<file path="config.mk">
export PLATFORM = sky130hd
export DESIGN_NAME = adder_result_fifo
export DESIGN_NICKNAME = d
export VERILOG_FILES = /design/src/rtl/adder_result_fifo.sv
export SDC_FILE = /design/constraint.sdc
export NUM_CORES = 1
export LEC_CHECK = 0
export ABC_AREA = 0
export ABC_CLOCK_PERIOD_IN_PS = 4000
export BUFFER_PORTS_ARGS = -buffer_cell sky130_fd_sc_hd__buf_4
export CAP_MARGIN = 10
export CORE_MARGIN = 4
export CORE_UTILIZATION = 50
export CTS_BUF_LIST = sky130_fd_sc_hd__clkbuf_2 sky130_fd_sc_hd__clkbuf_4 sky130_fd_sc_hd__clkbuf_8
export DETAILED_ROUTE_END_ITERATION = 16
export GPL_ROUTABILITY_DRIVEN = 0
export PLACE_DENSITY = 0.83
export SKIP_CTS_REPAIR_TIMING = 1
export SLEW_MARGIN = 15
export SYNTH_ARGS = -nofsm -noshare
export SYNTH_HDL_FRONTEND = slang
export SYNTH_SLANG_ARGS = --single-unit
</file>
<file path="constraint.sdc">
create_clock -name clk -period 4 [get_ports clk]
set_input_delay 0.2 -clock clk [delete_from_list [all_inputs] [get_ports clk]]
set_output_delay 0.2 -clock clk [all_outputs]
set_load 0.02 [all_outputs]
</file>
<file path="src/rtl/adder_result_fifo.sv">
// Generic FWFT FIFO: push/pop pre-qualified by the caller, synchronous flush.
// Latency: a written entry is readable on rd_dat the cycle after the write edge.
// Backpressure: full/empty are exported; the caller must not push when full or pop when empty.
module fifo #(
    parameter int W     = 5,
    parameter int DEPTH = 4
) (
    input  logic                       clk,
    input  logic                       rst_n,
    input  logic                       clear,
    input  logic                       push,
    input  logic                       pop,
    input  logic [W-1:0]               wr_dat,
    output logic [W-1:0]               rd_dat,
    output logic [$clog2(DEPTH):0]     count,
    output logic                       full,
    output logic                       empty
);
    localparam int AW = $clog2(DEPTH);
    localparam int CW = AW + 1;
    localparam logic [CW-1:0] FULL_CNT = CW'(DEPTH);

    logic [W-1:0]  mem [DEPTH];
    logic [AW-1:0] wr_ptr;
    logic [AW-1:0] rd_ptr;

    always_ff @(posedge clk) begin
        if (push && !clear) begin
            mem[wr_ptr] <= wr_dat;
        end
    end

    always_ff @(posedge clk or negedge rst_n) begin
        if (!rst_n) begin
            wr_ptr <= '0;
            rd_ptr <= '0;
            count  <= '0;
        end else if (clear) begin
            wr_ptr <= '0;
            rd_ptr <= '0;
            count  <= '0;
        end else begin
            if (push) begin
                wr_ptr <= wr_ptr + AW'(1);
            end
            if (pop) begin
                rd_ptr <= rd_ptr + AW'(1);
            end
            // push and pop together leave the occupancy untouched
            case ({push, pop})
                2'b10:   count <= count + CW'(1);
                2'b01:   count <= count - CW'(1);
                default: count <= count;
            endcase
        end
    end

    assign full   = (count == FULL_CNT);
    assign empty  = (count == '0);
    // stale storage is masked so the outputs read zero while empty
    assign rd_dat = empty ? '0 : mem[rd_ptr];
endmodule

// Buffers adder {cout,sum} results in order and counts accepted carries (saturating).
// Latency: a result pushed into an empty FIFO appears on out_* right after the push edge.
// Backpressure: in_ready drops only when full and never looks at out_ready.
module adder_result_fifo #(
    parameter int WIDTH = 4,
    parameter int DEPTH = 4,
    parameter int CNT_W = 8
) (
    input  logic                       clk,
    input  logic                       rst_n,
    input  logic                       clear,
    input  logic                       in_valid,
    output logic                       in_ready,
    input  logic [WIDTH-1:0]           in_sum,
    input  logic                       in_cout,
    output logic                       out_valid,
    input  logic                       out_ready,
    output logic [WIDTH-1:0]           out_sum,
    output logic                       out_cout,
    output logic [$clog2(DEPTH):0]     count,
    output logic [CNT_W-1:0]           carry_cnt
);
    localparam logic [CNT_W-1:0] CNT_MAX = '1;

    logic             push;
    logic             pop;
    logic             full;
    logic             empty;
    logic [WIDTH:0]   head;

    assign in_ready  = !full;
    assign out_valid = !empty;
    assign push      = in_valid && in_ready;
    assign pop       = out_valid && out_ready;

    fifo #(
        .W     (WIDTH + 1),
        .DEPTH (DEPTH)
    ) u_fifo (
        .clk    (clk),
        .rst_n  (rst_n),
        .clear  (clear),
        .push   (push),
        .pop    (pop),
        .wr_dat ({in_cout, in_sum}),
        .rd_dat (head),
        .count  (count),
        .full   (full),
        .empty  (empty)
    );

    assign out_cout = head[WIDTH];
    assign out_sum  = head[WIDTH-1:0];

    always_ff @(posedge clk or negedge rst_n) begin
        if (!rst_n) begin
            carry_cnt <= '0;
        end else if (clear) begin
            carry_cnt <= '0;
        end else if (push && in_cout && (carry_cnt != CNT_MAX)) begin
            carry_cnt <= carry_cnt + CNT_W'(1);
        end
    end

    // A stalled producer must hold its result until it is accepted.
    property p_hold_stalled;
        @(posedge clk) disable iff (!rst_n)
            (in_valid && !in_ready && !clear) |=>
                (!in_valid || ({in_cout, in_sum} == $past({in_cout, in_sum})));
    endproperty
    a_hold_stalled: assert property (p_hold_stalled);
endmodule

</file>
==> results.md <==
- Mapped Cells: 134
- DR iter-0 viols: 81
- CP peak stage delay: 0.57 ns
- Maxcap violations: 0
- Clk slew on worst S/H paths: 0.12 ns
- Diode count: 0
- Post-DP Area: 1930 µm²
- Area grow syn2layout: 18.3%
- Slew @ Worst Pin: 0.778 ns
- Critical path type: register to register
- Die width: 66.2 µm
- Slew margin rel.: 0.477
- CP endpoint: u_fifo.count[2]
- Ys Warns: 0
- Pwr dens: 525 nW/µm²
- Layout cells sized above 1: 0.271
- Worst min-delay path class: input port to register
- Reg power frac: 0.449
- Syn Nets: 150
- Combinational power share: 0.370
- Routed len/inst: 15.7 µm
- Non-Filler Instances: 210
- Reg2Reg Launch Point: u_fifo.count[1]
- Via Count: 1119
- DIE AREA: 4380 µm²
- CTS tree: done
- Fraction of registers with async set/reset: 0.429
- Global-route total usage across every layer: 0.175
- Syn_area_per_cell: 12.6 µm²
- Crit path max fanout: 7
- Area taken by multi-input logic gates: 673 µm²
- Fin crit period: 2.25 ns
- WP data arrival: 2.51 ns
- Number of enable flip-flop cells after synthesis: 20
- First drt pass iteration count: 4
- Max Clock Skew: 0.0130 ns
- Sw frac: 0.366
- DR vias/cell: 5.33
- H-tree depth: 2
- Fmax achieved: 0.445 GHz
- Result of the run: finished, final reports clean
- Slowest CP cell: o31ai_2
- Cell leakage power: 0.000788 µW
- Final nets: 181
- Core Box Area: 3150 µm²
- Max VDD drop: 0.217 mV
- GRT overflow: 0
- Initial Util: 0.537
- DRC viols: 0
- Pin count of the biggest net entering global routing: 22
- Post-route ant nets: 0
- Num Clock Sinks: 35
- WP data required: 4.27 ns
- Final WL: 3290 µm
- TritonCTS Buffers: 5
- Port bufs: 27
- Num rows: 20
- CP most frequent cell: a21oi_1
- Count of cell types in the netlist: 35
- Pint: 666 µW
- Antenna violations before repair: 0
- Most frequent cells in the layout: buf_4 (27), edfxtp_1 (20), dfrtp_1 (15), nor2_1 (9), nor2b_1 (8)
- CTS max path bufs: 2
- Fin crit share: 0.561
- Clock Power Share: 0.181
- CP endpoint kind: register
- Final TNS setup: 0 ns
- Layout fillers: 261
- Post-Place Cells: 201
- Flip-flop and latch area: 976 µm²
- Root buffer cell: clkbuf_4
- CP Launch Type: register
- Share of the yosys chip area belonging to registers: 0.577
- Commonest non-fill, non-tap cell in the layout: buf_4
- First-pass GRT wire length: 5600 µm
- Min Hold Slack: 0.0551 ns
- DPL Wire Length: 2460 µm
- Final hold viol count: 0
- Mapped Area: 1690 µm²
- IO Count: 28
- Reg-to-reg critical path endpoint: u_fifo.count[2]
- P_sw: 384 µW
- Worst path cell trace: o31ai_2 -> a21oi_1 -> fa_1 -> a211o_1 -> a21o_1 -> a21oi_1
- Post-synthesis register bit count: 35
- Crit path from: u_fifo.count[1]
- Setup-failing EPs final: 0
- Vias in the first global route: 1165
- Die Y: 66.2 µm
- Top FF cell, synth: edfxtp_1
- Max Slew Vio Count: 0
- Final Cell Area: 2000 µm²
- Worst skew pair latency: 0.34 ns
- R2R Setup Slk: 1.75 ns
- R2r worst-path depth: 6
- RSZ-0062 raised after global routing: false
==> registers in the layout (all words and copies together) (netlist names) <==
name / flops
carry_cnt: 8
u_fifo.rd_ptr: 2
u_fifo.wr_ptr: 2
u_fifo.mem: 20
u_fifo.count: 3
==> metal layers <==
metal | vias to the layer above | share of wire | track usage
met5 | - | 0 | 0
met4 | 0 | 0.0064 | 0.0660
met3 | 2 | 0.042 | 0.0595
met2 | 22 | 0.52 | 0.283
met1 | 555 | 0.43 | 0.215
li1 | 540 | - | -
==> power groups by stage <==
stage | sequential [µW] | combinational, µW | clock [µW]
floorplan | 476 | 249 | 0
global placement | 478 | 378 | 0
detailed placement | 482 | 393 | 0
CTS | 473 | 394 | 196
global route | 479 | 426 | 220
finish | 471 | 388 | 190
==> critical path: cells and delay by family (launching register included) <==
| family | cells | cell delay (ns) |
|---|---|---|
| adder cells (fa/ha/maj) | 1 | 0.42 |
| AO/OA/AOI/OAI | 5 | 1.26 |
| flip-flops | 1 | 0.50 |
==> cell families after synthesis <==
logic type	count (synthesis)	synth area share
compound gates	17	0.0607
xor+xnor	3	0.0155
fa+ha+maj	6	0.0488
buf+inv	11	0.0251
flops	35	0.577
mux	10	0.0984
simple gates	52	0.175
==> synth_stat cells, types with 2 or more instances <==
master	count	area, µm²
xnor2_1	3	26.3
nor3_1	6	30.0
and2_1	4	25.0
mux2i_1	2	20.0
ha_1	5	62.6
nand2_1	5	18.8
o21ai_1	2	10.0
clkbuf_1	3	11.3
a21oi_1	7	35.0
nor2b_1	8	50.1
dfrtp_1	15	375
nand3_1	7	35.0
mux2_1	3	33.8
mux4_2	5	113
or3_1	2	12.5
nand2b_1	4	25.0
edfxtp_1	20	601
o21ai_0	3	15.0
inv_1	6	22.5
nor2_1	9	33.8
==> how the worst min path moves through the flow <==
stage / slack, ns / start / end / depth (start not counted)
finish: 0.06 / in_sum[0] / u_fifo.mem[2][0] / 1
global route: 0.03 / in_sum[3] / u_fifo.mem[0][3] / 1
CTS: -0.31 / rst_n / u_fifo.count[1] / 1
detailed placement: 0.07 / rst_n / carry_cnt[7] / 1
global placement: 0.06 / rst_n / carry_cnt[7] / 1
floorplan: -0.1 / rst_n / carry_cnt[0] / 0
==> final cells by class <==
type                       instances  area share
tap                               44      0.0275
clock inverter                     3      0.0100
sequential                        35       0.488
multi-input combinational         88       0.336
timing repair buffer              28       0.106
clock buffer                       5      0.0188
inverter                           7      0.0131
==> metrics by stage <==
step	util	total power, µW	setup slack, ns
6_report	0.635	1050	1.75
5_1_grt	0.635	1120	1.61
4_1_cts	0.631	1060	1.78
3_5_place_dp	0.613	875	1.80
3_3_place_gp	0.613	855	1.97
2_1_floorplan	-	725	1.95
Power figures use the tool's default switching activity.
